### src/rtl/spi_globals_pkg.sv
// Shared SPI types and defaults used by the SPI slave controller and its helpers.
package spi_globals_pkg;

  localparam int unsigned CHAR_LENGTH = 8;

  // Encoded as {cpol, cpha}.
  typedef enum logic [1:0] {
    Mode0 = 2'b00,
    Mode1 = 2'b01,
    Mode2 = 2'b10,
    Mode3 = 2'b11
  } operation_modes_e;

  typedef enum logic {
    LsbFirst = 1'b0,
    MsbFirst = 1'b1
  } shift_direction_e;

  typedef enum logic {
    StIdle   = 1'b0,
    StActive = 1'b1
  } spi_slave_state_e;

endpackage

### src/rtl/spi_sync_edge_detect.sv
// Multi-flop synchroniser with a configurable reset level and registered rise/fall pulses.
module spi_sync_edge_detect #(
  parameter int unsigned Stages     = 2,
  parameter logic        ResetLevel = 1'b0
) (
  input  logic clk_i,
  input  logic rst_ni,
  input  logic d_i,
  output logic rise_o,
  output logic fall_o
);

  logic [Stages-1:0] sync_q, sync_d;
  logic              prev_q, prev_d;
  logic              rise_q, rise_d;
  logic              fall_q, fall_d;

  always_comb begin
    sync_d = {sync_q[Stages-2:0], d_i};
    prev_d = sync_q[Stages-1];
    rise_d = sync_q[Stages-1] & ~prev_q;
    fall_d = ~sync_q[Stages-1] & prev_q;
  end

  always_ff @(posedge clk_i) begin
    if (!rst_ni) begin
      sync_q <= {Stages{ResetLevel}};
      prev_q <= ResetLevel;
      rise_q <= 1'b0;
      fall_q <= 1'b0;
    end else begin
      sync_q <= sync_d;
      prev_q <= prev_d;
      rise_q <= rise_d;
      fall_q <= fall_d;
    end
  end

  assign rise_o = rise_q;
  assign fall_o = fall_q;

endmodule

### src/rtl/spi_slave_ctrl.sv
// SPI slave: oversamples sclk/cs/mosi in pclk, deserialises rx characters and
// serialises tx characters from a one-entry holding buffer, all four CPOL/CPHA modes.
module spi_slave_ctrl #(
  parameter int unsigned            CHAR_LENGTH  = spi_globals_pkg::CHAR_LENGTH,
  parameter int unsigned            SYNC_STAGES  = 2,
  parameter logic [CHAR_LENGTH-1:0] IDLE_PATTERN = {CHAR_LENGTH{1'b1}}
) (
  input  logic                   pclk,
  input  logic                   areset,
  input  logic                   sclk,
  input  logic                   cs,
  input  logic                   mosi,
  output logic                   miso,
  output logic                   miso_oe,
  input  logic [1:0]             mode,
  input  logic                   shift_dir,
  input  logic [CHAR_LENGTH-1:0] tx_data,
  input  logic                   tx_valid,
  output logic                   tx_ready,
  output logic [CHAR_LENGTH-1:0] rx_data,
  output logic                   rx_valid,
  output logic                   underrun,
  output logic                   frame_error,
  output logic                   busy
);
  import spi_globals_pkg::*;

  localparam int unsigned     CntW         = $clog2(CHAR_LENGTH);
  localparam logic [CntW-1:0] LastBit      = CntW'(CHAR_LENGTH - 1);
  localparam int unsigned     SettleCycles = SYNC_STAGES + 3;
  localparam int unsigned     SettleW      = $clog2(SettleCycles + 1);

  logic sclk_rise, sclk_fall, cs_rise, cs_fall;

  spi_sync_edge_detect #(.Stages(SYNC_STAGES), .ResetLevel(1'b0)) u_sclk_sync (
    .clk_i  (pclk),
    .rst_ni (areset),
    .d_i    (sclk),
    .rise_o (sclk_rise),
    .fall_o (sclk_fall)
  );

  spi_sync_edge_detect #(.Stages(SYNC_STAGES), .ResetLevel(1'b1)) u_cs_sync (
    .clk_i  (pclk),
    .rst_ni (areset),
    .d_i    (cs),
    .rise_o (cs_rise),
    .fall_o (cs_fall)
  );

  spi_slave_state_e       state_q, state_d;
  operation_modes_e       mode_q, mode_d;
  shift_direction_e       dir_q, dir_d;
  logic [CntW-1:0]        cnt_q, cnt_d;
  logic [CHAR_LENGTH-1:0] tx_shift_q, tx_shift_d;
  logic [CHAR_LENGTH-1:0] rx_shift_q, rx_shift_d;
  logic [CHAR_LENGTH-1:0] rx_data_q, rx_data_d;
  logic [CHAR_LENGTH-1:0] buf_q, buf_d;
  logic                   buf_full_q, buf_full_d;
  logic                   rx_valid_q, rx_valid_d;
  logic                   underrun_q, underrun_d;
  logic                   frame_error_q, frame_error_d;
  logic [SYNC_STAGES-1:0] mosi_sync_q, mosi_sync_d;
  logic [SettleW-1:0]     settle_q, settle_d;

  logic                   settled, do_load, cpol, cpha;
  logic                   lead_edge, trail_edge, sample_edge, shift_edge;
  logic [CHAR_LENGTH-1:0] rx_next;

  // A cs fall produced while the synchroniser flushes its reset level is not a real assertion.
  assign settled = (settle_q == SettleW'(SettleCycles));

  assign cpol        = mode_q[1];
  assign cpha        = mode_q[0];
  assign lead_edge   = cpol ? sclk_fall : sclk_rise;
  assign trail_edge  = cpol ? sclk_rise : sclk_fall;
  assign sample_edge = cpha ? trail_edge : lead_edge;
  assign shift_edge  = cpha ? lead_edge : trail_edge;

  always_comb begin
    state_d       = state_q;
    mode_d        = mode_q;
    dir_d         = dir_q;
    cnt_d         = cnt_q;
    tx_shift_d    = tx_shift_q;
    rx_shift_d    = rx_shift_q;
    rx_data_d     = rx_data_q;
    buf_d         = buf_q;
    buf_full_d    = buf_full_q;
    rx_valid_d    = 1'b0;
    underrun_d    = 1'b0;
    frame_error_d = 1'b0;
    do_load       = 1'b0;
    rx_next       = rx_shift_q;
    mosi_sync_d   = {mosi_sync_q[SYNC_STAGES-2:0], mosi};
    settle_d      = settled ? settle_q : settle_q + 1'b1;

    if (tx_valid && !buf_full_q) begin
      buf_d      = tx_data;
      buf_full_d = 1'b1;
    end

    unique case (state_q)
      StIdle: begin
        if (cs_fall && settled) begin
          state_d    = StActive;
          mode_d     = operation_modes_e'(mode);
          dir_d      = shift_direction_e'(shift_dir);
          cnt_d      = '0;
          rx_shift_d = '0;
          do_load    = ~mode[0];
        end
      end
      StActive: begin
        if (cs_rise) begin
          state_d       = StIdle;
          frame_error_d = (cnt_q != '0);
          cnt_d         = '0;
        end else if (sample_edge) begin
          rx_next    = (dir_q == MsbFirst) ?
                       {rx_shift_q[CHAR_LENGTH-2:0], mosi_sync_q[SYNC_STAGES-1]} :
                       {mosi_sync_q[SYNC_STAGES-1], rx_shift_q[CHAR_LENGTH-1:1]};
          rx_shift_d = rx_next;
          if (cnt_q == LastBit) begin
            cnt_d      = '0;
            rx_data_d  = rx_next;
            rx_valid_d = 1'b1;
          end else begin
            cnt_d = cnt_q + 1'b1;
          end
        end else if (shift_edge) begin
          // A shift edge at bit 0 starts a new character in either phase.
          if (cnt_q == '0) begin
            do_load = 1'b1;
          end else begin
            tx_shift_d = (dir_q == MsbFirst) ? (tx_shift_q << 1) : (tx_shift_q >> 1);
          end
        end
      end
      default: state_d = StIdle;
    endcase

    if (do_load) begin
      if (buf_full_q) begin
        tx_shift_d = buf_q;
        buf_full_d = 1'b0;
      end else begin
        tx_shift_d = IDLE_PATTERN;
        underrun_d = 1'b1;
      end
    end
  end

  always_ff @(posedge pclk) begin
    if (!areset) begin
      state_q       <= StIdle;
      mode_q        <= Mode0;
      dir_q         <= LsbFirst;
      cnt_q         <= '0;
      tx_shift_q    <= '0;
      rx_shift_q    <= '0;
      rx_data_q     <= '0;
      buf_q         <= '0;
      buf_full_q    <= 1'b0;
      rx_valid_q    <= 1'b0;
      underrun_q    <= 1'b0;
      frame_error_q <= 1'b0;
      mosi_sync_q   <= '0;
      settle_q      <= '0;
    end else begin
      state_q       <= state_d;
      mode_q        <= mode_d;
      dir_q         <= dir_d;
      cnt_q         <= cnt_d;
      tx_shift_q    <= tx_shift_d;
      rx_shift_q    <= rx_shift_d;
      rx_data_q     <= rx_data_d;
      buf_q         <= buf_d;
      buf_full_q    <= buf_full_d;
      rx_valid_q    <= rx_valid_d;
      underrun_q    <= underrun_d;
      frame_error_q <= frame_error_d;
      mosi_sync_q   <= mosi_sync_d;
      settle_q      <= settle_d;
    end
  end

  assign miso        = (dir_q == MsbFirst) ? tx_shift_q[CHAR_LENGTH-1] : tx_shift_q[0];
  assign miso_oe     = (state_q == StActive);
  assign busy        = (state_q == StActive);
  assign tx_ready    = ~buf_full_q;
  assign rx_data     = rx_data_q;
  assign rx_valid    = rx_valid_q;
  assign underrun    = underrun_q;
  assign frame_error = frame_error_q;

endmodule

### config.mk
export PLATFORM = sky130hd
export DESIGN_NAME = spi_slave_ctrl
export DESIGN_NICKNAME = d
export VERILOG_FILES = /design/src/rtl/spi_globals_pkg.sv /design/src/rtl/spi_sync_edge_detect.sv /design/src/rtl/spi_slave_ctrl.sv
export SDC_FILE = /design/constraint.sdc
export NUM_CORES = 1
export LEC_CHECK = 0
export ABC_AREA = 1
export BUFFER_PORTS_ARGS = -buffer_cell sky130_fd_sc_hd__buf_2
export CAP_MARGIN = 20
export CORE_ASPECT_RATIO = 0.8
export CORE_UTILIZATION = 40
export DETAILED_ROUTE_END_ITERATION = 7
export PLACE_DENSITY_LB_ADDON = 0.25
export SYNTH_ARGS = -nofsm -noshare
export SYNTH_HDL_FRONTEND = slang
export SYNTH_SLANG_ARGS = --single-unit
export TNS_END_PERCENT = 5
### constraint.sdc
create_clock -name pclk -period 2.2 [get_ports pclk]
set_input_delay 0.44 -clock pclk [delete_from_list [all_inputs] [get_ports pclk]]
set_output_delay 0.44 -clock pclk [all_outputs]
set_load 0.01 [all_outputs]
# --- Yosys cells after proc, flatten, opt, wreduce, memory -nomap -nowiden ---
# Cells that the tools add are included.
word_totals:
  regBits: 58
  ram_bits: 0
  latchBits: 0
  in_bits: 17
  mem_count: 0
  output_inout_bits: 15
  elab_cells: 99
  rom_bits: 0
op_classes:
  add_sub_neg: 2
  shifts: 0
  bitwise_logic: 14
  eq_ne: 9
  mul: 0
  mux: 37
  n_lt_le_gt_ge: 0
  n_reduce_logical: 15
  div_mod_pow: 0
op_table:
  columns: ["op", "count"]
  rows:
  - ["two-way mux 8 bit", 12]
  - ["two-way mux 1 bit", 17]
  - ["one-hot mux 8 bit (2 select lines)", 1]
  - ["two-way mux 3 bit", 4]
  - ["inequality test 2 bit, second input constant", 5]
  - ["inverter 1 bit", 10]
  - ["adder 3 x 1 -> 3 bit, second input constant", 2]
  - ["== test 3 bit, second input constant", 2]
  - ["one-hot mux 3 bit (2 select lines)", 1]
  - ["AND reduction 2 bit", 3]
  - ["AND reduction 3 bit", 2]
  - ["AND reduction 5 bit", 1]
  - ["bitwise AND 1 bit", 4]
  - ["one-hot mux 1 bit (2 select lines)", 2]
  - ["AND reduction 4 bit", 1]
  - ["nonzero test 2 bit", 2]
  - ["OR reduction 4 bit", 1]
  - ["logical NOT 3 bit", 1]
  - ["inequality test 3 x 1 -> 1 bit, second input constant", 1]
  - ["nonzero test 3 bit", 1]
  - ["logical AND 1 bit", 2]
  - ["inequality test 2 x 1 -> 1 bit, second input constant", 1]
  - ["logical NOT 1 bit", 1]

# --- Depth between registers and ports, before layout ---
logic_depth:
  depth_word: 8
  depth_mapped: 13
  ltp_nobuf: 13

# --- Cells and area by module ---
# A second synthesis with hierarchy kept.
unflattened:
  hier_cells: 340
  area_unflattened_um2: 2514.9
by_module_without_submodules:
  columns: ["mod", "n_inst", "seq_area_each_um2", "area_per_inst_um2", "cells_per_inst"]
  rows:
  - ["spi_slave_ctrl", 1, 960.9, 2242.2, 312]
  - ["spi_sync_edge_detect", 2, 100.1, 136.4, 14]

# --- Worst setup path after synthesis ---
# OpenSTA, ideal clock, no wires.
synth_timing:
  kind: "flip-flop to flip-flop"
  startpoint: "register settle_q[0]"
  endpoint: "register tx_shift_q[1]"
  path_slack_ns: 0.753
  t_arrival_ns: 1.338
  stages_incl_launch_ff: 13
  setup_time_ns: 0.109
  required_ns: 2.091
  cell_sequence: "dfxtp_1 -> ha_1 -> nand2_1 -> inv_2 -> nand2_1 -> nand2_4 -> nand2_4 -> nor2_8 -> nand2_2 -> nand2_1 -> nand3_1 -> nand2_1 -> inv_1"
synth_via:
  elab_chain_cells: 6
synth_lines:
  columns: ["item", "line", "rtl"]
  rows:
  - ["start: declaration", "spi_slave_ctrl.sv:64", "logic [SettleW-1:0] settle_q, settle_d;"]
  - ["start signal: assignment", "spi_slave_ctrl.sv:184", "settle_q <= settle_d;"]
  - ["== test 3 bit *", "spi_slave_ctrl.sv:71", "assign settled = (settle_q == SettleW'(SettleCycles));"]
  - ["logical AND 1 bit *", "spi_slave_ctrl.sv:105", "if (cs_fall && settled) begin"]
  - ["two-way mux 1 bit *", "spi_slave_ctrl.sv:105", null]
  - ["one-hot mux 1 bit (2 select lines) *", "spi_slave_ctrl.sv:103", "unique case (state_q)"]
  - ["inequality test 2 bit (no source line) or nonzero test 2 bit (tied branches)", null, null]
  - ["AND reduction 5 bit (no source line)", null, null]
  - ["end signal: assignment", "spi_slave_ctrl.sv:175", "tx_shift_q <= tx_shift_d;"]
  - ["end: declaration", "spi_slave_ctrl.sv:55", "logic [CHAR_LENGTH-1:0] tx_shift_q, tx_shift_d;"]
# Every way passes the cells marked *; elsewhere a longest branch is shown, timed or not.
# A chain may end at the register's enable or synchronous reset.

# --- Worst setup path after layout ---
layout_timing:
  startpoint: "register settle_q[0]"
  endpoint: "register rx_shift_q[0]"
layout_via:
  elab_chain_cells: 4
layout_lines:
  columns: ["item", "line", "rtl"]
  rows:
  - ["== test 3 bit", "spi_slave_ctrl.sv:71", null]
  - ["logical AND 1 bit", "spi_slave_ctrl.sv:105", null]
  - ["inequality test 2 bit (no source line)", null, null]
  - ["AND reduction 3 bit (no source line)", null, null]
  - ["end signal: assignment", "spi_slave_ctrl.sv:176", "rx_shift_q <= rx_shift_d;"]
  - ["end: declaration", "spi_slave_ctrl.sv:56", "logic [CHAR_LENGTH-1:0] rx_shift_q, rx_shift_d;"]
# No other way between the ends.

==> reports/results.txt <==
sequential element share of the synthesized area: 0.454
cell types with the largest area share after synthesis: dfxtp_1 (45%), nand2_1 (9.7%), o21ai_0 (7.2%), a21oi_1 (7.0%), inv_1 (6.5%)
share of final-layout standard cells stronger than drive strength 1: 0.189
Clk Tree Root Cell: clkbuf_8
number of maximum-capacitance violations: 0
total number of nets in the final design: 404
total congestion overflow after global routing: 0
dominant cell type by area after synthesis: dfxtp_1
CP required: 2.41 ns
worst rel slew slack: 0.463
highest clock rate: 582 MHz
Chip Width: 91.4 um
Routed wire per std cell: 10.8 um
fillcell total: 609
number of global-route vias before repair: 2054
Worst IR Drop VDD: 0.441 mV
Crit. End Element: register
Vert. Die Dim: 73.5 um
area share of the largest cell type after synthesis: 0.454
Starting DRT DRC Count: 75
final RePlAce weighted congestion: 0.847
final setup fails: 0
Tot Pwr: 2.34 mW
largest incremental delay on the critical path: 0.37 ns
Layout Skew: 0.00952 ns
initial cell density of the core: 0.424
largest fanout of any net on the critical path: 15
via count: 2185
unrepaired setup endpoints after global routing: no
ratio of routed vias to standard cells: 4.67
nature of the critical path startpoint: register
site row count: 25
Layout Area Growth over Synthesis: 17.7%
TritonCTS clock tree: built
post_cts resized: 0
post-CTS repair timing setup buffer count: 0
Mapped Cells: 350
number of top-level pins: 32
HP Start: cs
area post-placement: 2770 um^2
count of inserted antenna diode cells: 0
count of port buffers added during placement: 31
Comb power frac: 0.046
core region area: 6040 um^2
Yosys warnings: 0
Hold WC Path Type: in -> reg
sum of net half-perimeters after detailed placement: 3620 um
r2r startpoint: settle_q[0]$_SDFFE_PN0P_
register-to-register setup slack: 0.48 ns
Critical Setup Path Class: reg -> reg
sequence of cells on the critical path: ha_1, nand2_1, inv_2, nand3_2, nand2_1, nand2_1, o21ai_0, a21oi_1
net count of the mapped netlist: 372
part of the cycle the worst path needs: 0.781
Internal Pwr Total: 1.85 mW
mean instance size in the synthesized netlist: 7.31 um^2
clk sinks: 58
number of synthesized flops with an enable pin: 0
Slowest cell on crit path: dfxtp_1
Yosys cell types: 27
global-route wire length before repair: 8870 um
Critical Path Most Common Cell: nand2_1
first element of the critical path: settle_q[0]$_SDFFE_PN0P_
Total Routing Usage GR: 0.170
clock insertion delay at the later pin of the skew report: 0.33 ns
initial antenna violation count: 0
fraction of power consumed by sequential logic: 0.468
final cell area excluding filler cells: 3010 um^2
hold-fix buffer count after cts: 0
summed negative setup slack over all endpoints: 0 ns
most instantiated library cell after synthesis: nand2_1
most common flop cell mapped by yosys: dfxtp_1
Post-synth top cells: nand2_1 (66), dfxtp_1 (58), inv_1 (44)
Detailed Route WL: 5050 um
number of antenna-violating nets in the routed design: 0
run status: finished, final reports clean
arrival time worst endpoint: 1.93 ns
share of synthesized registers carrying an async set or reset: 0
static leakage: 1.31 nW
number of buffers added by the clock tree synthesis step: 9
total count of hold-check failures in the final report: 0
NetSw: 0.493 mW
share of total power consumed by net switching: 0.210
cell count after placement: 452
transition time at the pin with the least slew margin: 0.805 ns
DRC viols: 0
final worst path period need: 1.72 ns
power density over the cells: 778 nW/um^2
maximum number of pins on one net before global-route repair: 34
Layout Cells excl Fill: 468
Clock power frac: 0.486
register bit total from synthesis: 58
area of the die: 6720 um^2
total iterations of the first detailed-routing run: 4
Clock Pin Slew Worst Setup and Hold Paths: 0.07 ns
count of final max-slew check failures: 0
CTS H-tree depth: 3
netlist area before placement: 2560 um^2
maximum number of buffers from clock root to sink: 2
==> layer usage <==
metal	vias to the layer above	GRT usage	wire, um
li1	1173	-	-
met1	967	0.199	2530
met2	39	0.294	2230
met3	6	0.0590	228
met4	0	0.0529	57
met5	-	0	0
==> registers in the layout (all words and copies together), names as in the netlist, 2 cells and up <==
name	cells
buf_q	8
rx_data	8
rx_shift_q	8
tx_shift_q	8
cnt_q	3
settle_q	3
mode_q	2
mosi_sync_q	2
u_cs_sync.sync_q	2
u_sclk_sync.sync_q	2
==> metrics by stage <==
step	hold WS, ns	util	worst slack (ns)
after CTS	0.279	0.499	0.522
after floorplan	0.390	-	0.753
final	0.297	0.499	0.481
after detailed placement	0.400	0.459	0.522
after global routing	0.290	0.499	0.282
after global placement	0.392	0.459	0.579
==> layout by cell type (no fill, tap or decap), types with 7 or more instances in the layout <==
cell      netlist  layout
o21ai_0        37      37
clkbuf_8        0      12
buf_2           3      31
nor2_1         31      31
nand2_1        66      66
or2_0           8       8
inv_2           7       7
dfxtp_1        58      58
a21oi_1        36      36
nand3_1        17      17
inv_1          44      44
==> final timing paths <==
path / depth (start not counted) / endpoint
max reg2reg: 8 / rx_shift_q[0]$_SDFFE_PN0P_
min: 2 / u_cs_sync.sync_q[0]$_SDFF_PN1_
min reg2reg: 2 / u_sclk_sync.sync_q[1]$_SDFF_PN0_
max: 8 / rx_shift_q[0]$_SDFFE_PN0P_
==> cell families after synthesis <==
group	Yosys count	synth area share
AND/OR/NAND/NOR	143	0.263
AO/OA/AOI/OAI	79	0.156
buffers and inverters	64	0.0998
flip-flops	58	0.454
adder cells (fa/ha/maj)	5	0.0244
XOR/XNOR	1	0.00342
==> worst max-delay path, delay by kind of cell (launching register included) <==
| kind | cells | cell delay, ns |
|---|---|---|
| adders and majority gates | 1 | 0.16 |
| DFF | 1 | 0.37 |
| AOI/OAI and AO/OA | 2 | 0.35 |
| buffers and inverters | 1 | 0.09 |
| and+or+nand+nor | 4 | 0.63 |
==> layout make-up <==
| cell class | instances | area (um^2) | area share |
|---|---|---|---|
| Timing Repair Buffer | 34 | 178 | 0.0590 |
| Clock buffer | 12 | 165 | 0.0548 |
| Tap cell | 81 | 101 | 0.0337 |
| Clock inverter | 4 | 72.6 | 0.0241 |
| Multi-Input combinational cell | 228 | 1140 | 0.379 |
| Inverter | 51 | 191 | 0.0636 |
| Sequential cell | 58 | 1160 | 0.386 |
==> power by group through the flow <==
| stage | registers, mW | logic (mW) | clock network, mW |
|---|---|---|---|
| after floorplan | 1.12 | 0.0745 | 0 |
| after global placement | 1.12 | 0.105 | 0 |
| after detailed placement | 1.12 | 0.109 | 0 |
| after CTS | 1.10 | 0.109 | 1.17 |
| after global routing | 1.10 | 0.127 | 1.21 |
| final | 1.10 | 0.108 | 1.14 |
No activity file was read; power rests on OpenSTA's default activity.
